<file path="src/rtl/types_pkg.sv">
// Shared payload types for the rename -> dispatch -> issue path.
package types_pkg;

  localparam int unsigned TAG_W = 7;
  localparam int unsigned ROB_W = 6;
  localparam int unsigned IMM_W = 32;
  localparam int unsigned OP_W  = 7;

  // Renamed instruction as produced by rename and carried to the issue queues
  typedef struct packed {
    logic [OP_W-1:0]  opcode;
    logic [ROB_W-1:0] rob_idx;
    logic [IMM_W-1:0] imm;
    logic [TAG_W-1:0] pd_new;
    logic [TAG_W-1:0] ps1;
    logic [TAG_W-1:0] ps2;
    logic             fu_alu;
    logic             fu_br;
    logic             fu_mem;
  } rename_data;

endpackage

</file>
<file path="src/rtl/dispatch_if.sv">
// Dispatch bus: rename handshake in, writeback broadcasts, flush, issue-queue handshakes out.
interface dispatch_if #(
  parameter int unsigned NUM_WB = 3
);

  localparam int unsigned TAG_W = types_pkg::TAG_W;

  logic                              valid_in;
  types_pkg::rename_data             data_in;
  logic                              ready_in;
  logic [NUM_WB-1:0]                 wb_valid;
  logic [NUM_WB-1:0][TAG_W-1:0]      wb_tag;
  logic                              mispredict;
  types_pkg::rename_data             data_out;
  logic                              ps1_rdy;
  logic                              ps2_rdy;
  logic                              alu_valid;
  logic                              br_valid;
  logic                              mem_valid;
  logic                              alu_ready;
  logic                              br_ready;
  logic                              mem_ready;

  // Upstream/downstream environment side (rename, CDB, ROB, issue queues)
  modport master (
    output valid_in, data_in, wb_valid, wb_tag, mispredict,
           alu_ready, br_ready, mem_ready,
    input  ready_in, data_out, ps1_rdy, ps2_rdy,
           alu_valid, br_valid, mem_valid
  );

  // Dispatch stage side
  modport slave (
    input  valid_in, data_in, wb_valid, wb_tag, mispredict,
           alu_ready, br_ready, mem_ready,
    output ready_in, data_out, ps1_rdy, ps2_rdy,
           alu_valid, br_valid, mem_valid
  );

endinterface

</file>
<file path="src/rtl/dispatch.sv">
// Dispatch stage: busy-table lookup for source readiness, destination busy marking,
// and a single registered output slot routed one-hot to the ALU, branch or memory queue.
// Optional macro DISPATCH_WB_BYPASS_EN: same-cycle writeback broadcasts also count
// as ready when a packet is accepted.
module dispatch #(
  parameter int unsigned PREGS  = 128,
  parameter int unsigned NUM_WB = 3
) (
  input  logic       clk,
  input  logic       reset,
  dispatch_if.slave  disp
);

  localparam int unsigned TAG_W = types_pkg::TAG_W;

  // Physical-register busy table
  logic [PREGS-1:0]      r_busy;
  logic [PREGS-1:0]      w_busy_nxt;

  // Output slot
  types_pkg::rename_data r_data;
  logic                  r_ps1_rdy;
  logic                  r_ps2_rdy;
  logic                  r_alu_valid;
  logic                  r_br_valid;
  logic                  r_mem_valid;

  types_pkg::rename_data w_data_nxt;
  logic                  w_ps1_rdy_nxt;
  logic                  w_ps2_rdy_nxt;
  logic                  w_alu_valid_nxt;
  logic                  w_br_valid_nxt;
  logic                  w_mem_valid_nxt;

  logic                  w_out_valid;
  logic                  w_out_fire;
  logic                  w_ready_in;
  logic                  w_accept;
  logic                  w_ps1_rdy_acc;
  logic                  w_ps2_rdy_acc;
  logic                  w_hold_hit_ps1;
  logic                  w_hold_hit_ps2;

  assign w_out_valid = r_alu_valid | r_br_valid | r_mem_valid;
  assign w_out_fire  = (r_alu_valid & disp.alu_ready)
                     | (r_br_valid  & disp.br_ready)
                     | (r_mem_valid & disp.mem_ready);
  assign w_ready_in  = !disp.mispredict && (!w_out_valid || w_out_fire);
  assign w_accept    = disp.valid_in && w_ready_in;

  // Writeback matches against the sources of the packet currently held in the slot
  always_comb begin
    w_hold_hit_ps1 = 1'b0;
    w_hold_hit_ps2 = 1'b0;
    for (int unsigned k = 0; k < NUM_WB; k++) begin
      if (disp.wb_valid[k] && (disp.wb_tag[k] != '0)) begin
        if (disp.wb_tag[k] == r_data.ps1) w_hold_hit_ps1 = 1'b1;
        if (disp.wb_tag[k] == r_data.ps2) w_hold_hit_ps2 = 1'b1;
      end
    end
  end

`ifdef DISPATCH_WB_BYPASS_EN
  logic w_byp_hit_ps1;
  logic w_byp_hit_ps2;

  // Same-cycle CDB match against the incoming packet's sources
  always_comb begin
    w_byp_hit_ps1 = 1'b0;
    w_byp_hit_ps2 = 1'b0;
    for (int unsigned k = 0; k < NUM_WB; k++) begin
      if (disp.wb_valid[k] && (disp.wb_tag[k] != '0)) begin
        if (disp.wb_tag[k] == disp.data_in.ps1) w_byp_hit_ps1 = 1'b1;
        if (disp.wb_tag[k] == disp.data_in.ps2) w_byp_hit_ps2 = 1'b1;
      end
    end
  end

  assign w_ps1_rdy_acc = !r_busy[disp.data_in.ps1] || w_byp_hit_ps1;
  assign w_ps2_rdy_acc = !r_busy[disp.data_in.ps2] || w_byp_hit_ps2;
`else
  assign w_ps1_rdy_acc = !r_busy[disp.data_in.ps1];
  assign w_ps2_rdy_acc = !r_busy[disp.data_in.ps2];
`endif

  // Busy-table update: writeback clears first, then a new allocation sets (set wins)
  always_comb begin
    w_busy_nxt = r_busy;
    for (int unsigned k = 0; k < NUM_WB; k++) begin
      if (disp.wb_valid[k] && (disp.wb_tag[k] != '0)) begin
        w_busy_nxt[disp.wb_tag[k]] = 1'b0;
      end
    end
    if (w_accept && (disp.data_in.pd_new != '0)) begin
      w_busy_nxt[disp.data_in.pd_new] = 1'b1;
    end
    w_busy_nxt[0] = 1'b0;
  end

  // Busy-table register
  always_ff @(posedge clk) begin
    if (reset) begin
      r_busy <= '0;
    end else begin
      r_busy <= w_busy_nxt;
    end
  end

  // Output-slot next state: flush, load, drain, or hold with wakeup
  always_comb begin
    w_data_nxt      = r_data;
    w_ps1_rdy_nxt   = r_ps1_rdy;
    w_ps2_rdy_nxt   = r_ps2_rdy;
    w_alu_valid_nxt = r_alu_valid;
    w_br_valid_nxt  = r_br_valid;
    w_mem_valid_nxt = r_mem_valid;

    if (disp.mispredict) begin
      w_alu_valid_nxt = 1'b0;
      w_br_valid_nxt  = 1'b0;
      w_mem_valid_nxt = 1'b0;
    end else if (w_accept) begin
      w_data_nxt      = disp.data_in;
      w_ps1_rdy_nxt   = w_ps1_rdy_acc;
      w_ps2_rdy_nxt   = w_ps2_rdy_acc;
      w_mem_valid_nxt = disp.data_in.fu_mem;
      w_br_valid_nxt  = !disp.data_in.fu_mem && disp.data_in.fu_br;
      w_alu_valid_nxt = !disp.data_in.fu_mem && !disp.data_in.fu_br;
    end else if (w_out_fire) begin
      w_alu_valid_nxt = 1'b0;
      w_br_valid_nxt  = 1'b0;
      w_mem_valid_nxt = 1'b0;
    end else if (w_out_valid) begin
      w_ps1_rdy_nxt   = r_ps1_rdy | w_hold_hit_ps1;
      w_ps2_rdy_nxt   = r_ps2_rdy | w_hold_hit_ps2;
    end
  end

  // Output-slot register
  always_ff @(posedge clk) begin
    if (reset) begin
      r_data      <= '0;
      r_ps1_rdy   <= 1'b0;
      r_ps2_rdy   <= 1'b0;
      r_alu_valid <= 1'b0;
      r_br_valid  <= 1'b0;
      r_mem_valid <= 1'b0;
    end else begin
      r_data      <= w_data_nxt;
      r_ps1_rdy   <= w_ps1_rdy_nxt;
      r_ps2_rdy   <= w_ps2_rdy_nxt;
      r_alu_valid <= w_alu_valid_nxt;
      r_br_valid  <= w_br_valid_nxt;
      r_mem_valid <= w_mem_valid_nxt;
    end
  end

  assign disp.ready_in  = w_ready_in;
  assign disp.data_out  = r_data;
  assign disp.ps1_rdy   = r_ps1_rdy;
  assign disp.ps2_rdy   = r_ps2_rdy;
  assign disp.alu_valid = r_alu_valid;
  assign disp.br_valid  = r_br_valid;
  assign disp.mem_valid = r_mem_valid;

endmodule

</file>
<file path="src/flat_wrapper.sv">
// flat-port wrapper written by rule: the top's interface ports become plain ports
module dispatch_flat 
#(
  parameter int unsigned PREGS  = 128,
  parameter int unsigned NUM_WB = 3
)
  (clk, reset, disp_valid_in, disp_data_in, disp_wb_valid, disp_wb_tag, disp_mispredict, disp_alu_ready, disp_br_ready, disp_mem_ready, disp_ready_in, disp_data_out, disp_ps1_rdy, disp_ps2_rdy, disp_alu_valid, disp_br_valid, disp_mem_valid);
  dispatch_if #(.NUM_WB(NUM_WB)) disp_i ();
  input  logic clk;
  input  logic reset;
  input wire logic [$bits(disp_i.valid_in)-1:0] disp_valid_in;
  input wire logic [$bits(disp_i.data_in)-1:0] disp_data_in;
  input wire logic [$bits(disp_i.wb_valid)-1:0] disp_wb_valid;
  input wire logic [$bits(disp_i.wb_tag)-1:0] disp_wb_tag;
  input wire logic [$bits(disp_i.mispredict)-1:0] disp_mispredict;
  input wire logic [$bits(disp_i.alu_ready)-1:0] disp_alu_ready;
  input wire logic [$bits(disp_i.br_ready)-1:0] disp_br_ready;
  input wire logic [$bits(disp_i.mem_ready)-1:0] disp_mem_ready;
  output wire logic [$bits(disp_i.ready_in)-1:0] disp_ready_in;
  output wire logic [$bits(disp_i.data_out)-1:0] disp_data_out;
  output wire logic [$bits(disp_i.ps1_rdy)-1:0] disp_ps1_rdy;
  output wire logic [$bits(disp_i.ps2_rdy)-1:0] disp_ps2_rdy;
  output wire logic [$bits(disp_i.alu_valid)-1:0] disp_alu_valid;
  output wire logic [$bits(disp_i.br_valid)-1:0] disp_br_valid;
  output wire logic [$bits(disp_i.mem_valid)-1:0] disp_mem_valid;
  assign disp_i.valid_in = disp_valid_in;
  assign disp_i.data_in = disp_data_in;
  assign disp_i.wb_valid = disp_wb_valid;
  assign disp_i.wb_tag = disp_wb_tag;
  assign disp_i.mispredict = disp_mispredict;
  assign disp_i.alu_ready = disp_alu_ready;
  assign disp_i.br_ready = disp_br_ready;
  assign disp_i.mem_ready = disp_mem_ready;
  assign disp_ready_in = disp_i.ready_in;
  assign disp_data_out = disp_i.data_out;
  assign disp_ps1_rdy = disp_i.ps1_rdy;
  assign disp_ps2_rdy = disp_i.ps2_rdy;
  assign disp_alu_valid = disp_i.alu_valid;
  assign disp_br_valid = disp_i.br_valid;
  assign disp_mem_valid = disp_i.mem_valid;
  dispatch #(.PREGS(PREGS), .NUM_WB(NUM_WB)) u_core (.clk(clk), .reset(reset), .disp(disp_i));
endmodule
</file>
<file path="config.mk">
export PLATFORM = sky130hd
export DESIGN_NAME = dispatch_flat
export DESIGN_NICKNAME = d
export VERILOG_FILES = /design/src/rtl/types_pkg.sv /design/src/rtl/dispatch_if.sv /design/src/rtl/dispatch.sv /design/src/flat_wrapper.sv
export SDC_FILE = /design/constraint.sdc
export NUM_CORES = 1
export LEC_CHECK = 0
export ABC_AREA = 1
export CAP_MARGIN = 25
export CORE_MARGIN = 2
export CORE_UTILIZATION = 57
export DETAILED_ROUTE_END_ITERATION = 6
export PLACE_DENSITY = 0.82
export SLEW_MARGIN = 15
export SYNTH_ARGS = -nofsm -noshare
export SYNTH_HDL_FRONTEND = slang
export SYNTH_SLANG_ARGS = --single-unit
</file>
<file path="constraint.sdc">
create_clock -name clk -period 2.3 [get_ports clk]
set_input_delay 0.46 -clock clk [delete_from_list [all_inputs] [get_ports clk]]
set_output_delay 0.46 -clock clk [all_outputs]
set_load 0.02 [all_outputs]
</file>
# ---- Yosys cells after proc, flatten, opt, wreduce, memory -nomap -nowiden
# Index checks and enable logic that the tools add are counted.
dict set report totals {
  reg_bits 202
  in_bits 100
  out_inout_bits 75
  wordCells 116
}
dict set report classes {
  n_lt_le_gt_ge 10
  eq_ne 7
  n_mux 38
  bitwise 17
  reduce_logical 28
}
# operator n
set ops {}
lappend ops {{$mux W128} 4}
lappend ops {{$and A128 B128 Y128} 3}
lappend ops {{$not A128 Y128} 3}
lappend ops {{$or A128 B128 Y128} 1}
lappend ops {{$lt A7 B8 Y1 const B} 6}
lappend ops {{$eq A7 B7 Y1} 6}
lappend ops {{$demux W1 S7} 4}
lappend ops {{$ge A7 B1 Y1 const B} 4}
lappend ops {{$mux W1} 28}
lappend ops {{$reduce_bool A7 Y1} 4}
lappend ops {{$bmux W1 S7} 2}
lappend ops {{$logic_and A1 B1 Y1} 12}
lappend ops {{$logic_not A1 Y1} 6}
lappend ops {{$or A1 B1 Y1} 6}
lappend ops {{$reduce_bool A2 Y1} 2}
lappend ops {{$and A1 B1 Y1} 3}
lappend ops {{$reduce_and A3 Y1} 1}
lappend ops {{$ne A2 B2 Y1 const B} 1}
lappend ops {{$reduce_and A2 Y1} 1}
lappend ops {{$reduce_or A2 Y1} 1}
lappend ops {{$logic_or A1 B1 Y1} 1}
lappend ops {{$not A1 Y1} 1}

# ---- Depth between registers and ports, before layout
# Gate-level depths: netlist of the first run.
dict set report depth {
  word_depth 13
  mapped_depth 14
  ltp_nobuf 13
}

# ---- Worst setup path before layout of the first run
# OpenSTA, ideal clock, no wires.
dict set report synth_timing {
  kind {register -> register}
  from {register u_core.r_br_valid, in the netlist u_core.disp.br_valid}
  to {register u_core.r_busy[120]}
  setup_ns 0.070
  t_arrival_ns 1.702
  required_ns 2.230
  setup_slack_ns 0.527
  stages_incl_launch_ff 13
  n_path_buf 2
  period_less_slack_ns 1.773
  path_cell_list {dfxtp_1 -> nand2_1 -> nand3_2 -> nor2_2 -> nor2_4 -> nand2_4 -> inv_6 -> nand2_8 -> inv_4 -> buf_12 -> buf_8 -> nand3_1 -> a21oi_1}
}
dict set report synth_via {
  elab_chain_cells 8
  elab_cells_between_ends 11
}
# element line_no
set synth_lines {}
lappend synth_lines {{start: declaration} dispatch.sv:25} ;# logic r_br_valid;
lappend synth_lines {{start signal: assignment} dispatch.sv:153} ;# r_br_valid <= w_br_valid_nxt;
lappend synth_lines {{$and A1 B1 Y1 / $or A1 B1 Y1 (equally long branches)} {dispatch.sv:46, dispatch.sv:44}}
lappend synth_lines {{$or A1 B1 Y1, on equally long branches} {dispatch.sv:46, dispatch.sv:44}}
lappend synth_lines {{$or A1 B1 Y1 / $logic_not A1 Y1 (equally long branches)} {dispatch.sv:47, dispatch.sv:48}}
lappend synth_lines {{$logic_or A1 B1 Y1 (*)} dispatch.sv:48} ;# assign w_ready_in = !disp.mispredict && (!w_out_valid || w_out_fire);
lappend synth_lines {{$logic_and A1 B1 Y1 (*)} dispatch.sv:48}
lappend synth_lines {{named net disp_ready_in} flat_wrapper.sv:19} ;# output wire logic [$bits(disp_i.ready_in)-1:0] disp_ready_in;
lappend synth_lines {{$logic_and A1 B1 Y1 (*)} dispatch.sv:49} ;# assign w_accept = disp.valid_in && w_ready_in;
lappend synth_lines {{$logic_and A1 B1 Y1 (*)} dispatch.sv:94} ;# if (w_accept && (disp.data_in.pd_new != '0)) begin
lappend synth_lines {{$mux W128 (*)} dispatch.sv:94}
lappend synth_lines {{end signal: assignment} dispatch.sv:105} ;# r_busy <= w_busy_nxt;
lappend synth_lines {{end: declaration} dispatch.sv:17} ;# logic [PREGS-1:0] r_busy;
# Mark *: on every way through the listed nets, which the timed path passes. The rest lies on a longest branch.
# A chain may end at the register's enable or synchronous reset.

# ---- Final worst setup path of the first run
dict set report layout_timing {
  from {register u_core.r_data (netlist bit u_core.disp.data_out[8])}
  to {output disp_data_out[8]}
}
# element line_no
set layout_rtl {}
lappend layout_rtl {{start: declaration} dispatch.sv:21} ;# types_pkg::rename_data r_data;
lappend layout_rtl {{start signal: assignment} dispatch.sv:149} ;# r_data <= w_data_nxt;
lappend layout_rtl {{end: declaration} flat_wrapper.sv:20} ;# output wire logic [$bits(disp_i.data_out)-1:0] disp_data_out;
# No word-level cell between the ends.

==> impl_metrics.csv, run 1 <==
group,metric,value,unit
detailed_routing,drt_iter0_drc,3393,
global_route,grt_overflow,0,
die,die_area,24600,um2
timing,drv_slew,0,
clock_tree,cts.path.max_buffers,3,
placed_design,portBuffers,174,
global_route,antenna_found_initial,1,
clock_tree,htree_levels,1,
global_route,grt_use_total,0.539,
setup_path,worst-path-buf-inv,1,
run,cap_violations,0,
die,die_x,157,um
timing,setup_viol,0,
timing,clock_skew,9.59,ps
setup_path,start_kind,"flop",
clock_tree,ctsHoldBuffers,0,
clock_tree,clk_latency,530,ps
power_and_ir_drop,total_power,0.00969,W
placed_design,pre_cts_slack,-211,ps
timing,relSlewSlack,0.415,
detailed_routing,ant_nets,0,
detailed_routing,wl_per_cell,23.9,um
global_route,grt_pass1_vias,17200,
die,core.rowCount,55,
power_and_ir_drop,clkPwrFrac,0.418,
die,die_h,157,um
clock_tree,cts_root_buf,"clkbuf_16",
timing,finalWorstSetupSlack,116,ps
timing,fmax,458,MHz
cells_and_area,fin_cells,2825,
setup_path,crit_slowest_cell,"clkdlybuf4s50_1",
timing,layout_min_cycle_time,2180,ps
power_and_ir_drop,pwr-share-comb,0.208,
setup_path,cp-end-kind,"output port",
clock_tree,cts_setup_buffers,0,
yosys,yosysWarnings,0,
placed_design,place_congestion,1.25,
yosys,synth-edff-count,0,
setup_path,critPathArrivalTime,1720,ps
detailed_routing,wl,67.5,mm
setup_path,path_class,"reg2out",
cells_and_area,areaGrowthSynthToFinish,33.1,%
timing,rsz0062_at_grt,"false",
yosys,synthTopCellsByArea,"dfxtp_1 30%, nand2_1 19%, a21oi_1 9.0%",
yosys,synth_async_sr_flop_share,0,
yosys,synth_ff_type,"dfxtp_1",
detailed_routing,vias,18300,
detailed_routing,drc_errors,0,
setup_path,crit_path_max_incr_delay,720,ps
timing,tightest_slew,876,ps
die,io_pins,175,
clock_tree,cts_buffers,23,
power_and_ir_drop,p_sw,0.00295,W
yosys,yosysTopAreaCell,"dfxtp_1",
yosys,synth_top_area_share,0.303,
power_and_ir_drop,seq_power_share,0.374,
timing,finalHoldViolCount,0,
power_and_ir_drop,swShare,0.304,
timing,setup-tns-final,0,ps
timing,finalCritPeriodShare,0.949,
detailed_routing,dr.pass1.iters,7,
power_and_ir_drop,cellPowerDensity,548,nW/um2
die,coreArea,22800,um2
power_and_ir_drop,max-vdd-ir-drop,0.583,mV
global_route,grt_pass1_wl,100,mm
power_and_ir_drop,p_int,0.00674,W
placed_design,numPlacedInstances,2782,
clock_tree,ctsResizeCount,1,
clock_tree,clkSinkCount,201,
cells_and_area,final_util,0.777,
yosys,yosysUniqueCellTypes,45,
yosys,avgSynthCellArea,6.07,um2
setup_path,cp_top_family,"buffers and inverters",
power_and_ir_drop,p_leak,7.41,nW
setup_path,crit_chain,"clkdlybuf4s50_1",
yosys,ys_seq_area_frac,0.303,
min_path,worst_hold_path_type,"in2reg",
cells_and_area,drive_above_1_share,0.140,
clock_tree,clk_pin_slew,60,ps
yosys,syn_nets,2289,
yosys,syn_area,13300,um2
setup_path,path_max_fanout,5,
setup_path,worstPathRequired,1840,ps
yosys,synth_seq_cells,201,
clock_tree,cts_tree,"done",
die,start_util,0.584,
global_route,grt_max_degree,108,
setup_path,r2r_slack,340,ps
outcome,outcome,"finished clean",
placed_design,hpwl,46.1,mm
detailed_routing,viasPerCell,6.46,
cells_and_area,nNetsFinal,2594,
yosys,synthCells,2189,
[final cells by class]
cell class              instances  area (um2)
flip-flops and latches        201        4020
fillers                      1729        5080
clock inverters                10         158
repair buffers                396        3730
inverters                     233         882
clock buffers                  31         656
well taps                     313         392
diodes                          2        5.00
multi-input cells            1639        7850
[Yosys cell counts (all sizes together), types with 2 or more instances]
| master | instances |
|---|---|
| buf | 59 |
| o2111ai | 38 |
| clkbuf | 57 |
| nand4 | 8 |
| xor2 | 8 |
| a21oi | 240 |
| a211oi | 3 |
| o21ai | 212 |
| a21boi | 2 |
| o32ai | 5 |
| o21a | 4 |
| xnor2 | 20 |
| nor3 | 21 |
| clkinv | 5 |
| o221ai | 13 |
| inv | 228 |
| nand3 | 244 |
| nor2 | 124 |
| o22ai | 6 |
| or2 | 4 |
| dfxtp | 201 |
| nand2 | 684 |
[cells by family (layout without fill, tap and decap cells)]
kind of cell	after synthesis	count (layout)	share of synthesized area
compound gates	526	526	0.217
xor+xnor	28	28	0.0184
buf+inv	349	670	0.107
flops	201	201	0.303
other cells	0	2	0
simple gates	1085	1085	0.355
[sequential cells by signal, indices dropped and copies added, names as in the netlist]
register / cells
u_core.r_busy: 127
u_core.disp.data_out: 69
u_core.disp.alu_valid: 1
u_core.disp.br_valid: 1
u_core.disp.mem_valid: 1
u_core.disp.ps1_rdy: 1
u_core.disp.ps2_rdy: 1
[placed cells by master (no fill, tap or decap), types with 5 or more instances in the layout]
cell type,count
a21oi_1,240
buf_12,27
buf_4,196
clkbuf_16,23
clkbuf_8,5
clkdlybuf4s50_1,170
clkinv_1,5
dfxtp_1,201
inv_1,194
inv_2,32
nand2_1,660
nand2_2,13
nand2_4,10
nand3_1,240
nand4_1,8
nor2_1,115
nor2_2,6
nor3_1,7
nor3_2,10
o2111ai_1,38
o21ai_0,190
o21ai_1,22
o221ai_1,13
o22ai_1,6
o32ai_1,5
xnor2_1,20
xor2_1,8
[worst paths after layout]
check                           startpoint                       end  depth (start not counted)
hold reg to reg   u_core.disp.data_out[39]  u_core.disp.data_out[39]                          2
hold / removal                       reset         u_core.r_busy[55]                          2
setup / recovery   u_core.disp.data_out[8]          disp_data_out[8]                          1
setup reg to reg     u_core.disp.mem_valid  u_core.disp.data_out[64]                          9
[power groups by stage]
stage          clock network [W]  logic, W  registers [W]
4_1_cts                  0.00401   0.00188        0.00362
5_1_grt                  0.00414   0.00206        0.00363
6_report                 0.00405   0.00201        0.00363
2_1_floorplan                  0  0.000790        0.00377
3_3_place_gp                   0   0.00183        0.00369
3_5_place_dp                   0   0.00186        0.00370
[stage by stage]
stage | cell area [um2] | hold slack, ps
global route | 17700 | 343
finish | 17700 | 340
global placement | 16900 | 451
floorplan | 13300 | 493
detailed placement | 16900 | 457
CTS | 17700 | 316
[per-layer routing]
metal / track usage / wire [um]
met1: 0.634 / 22600
met2: 0.771 / 26500
met4: 0.378 / 6060
met5: 0 / 0
met3: 0.252 / 12300
Power figures use the tool's default switching activity.
==> run 2: changes to the inputs <==
--- a/config.mk
+++ b/config.mk
@@ -11,7 +11,6 @@
 export CORE_UTILIZATION = 57
 export DETAILED_ROUTE_END_ITERATION = 6
 export PLACE_DENSITY = 0.82
-export SLEW_MARGIN = 15
 export SYNTH_ARGS = -nofsm -noshare
 export SYNTH_HDL_FRONTEND = slang
 export SYNTH_SLANG_ARGS = --single-unit
==> results of run 2 <==
Same layout as run 1: the final DEF is identical, and so are final timing and power.
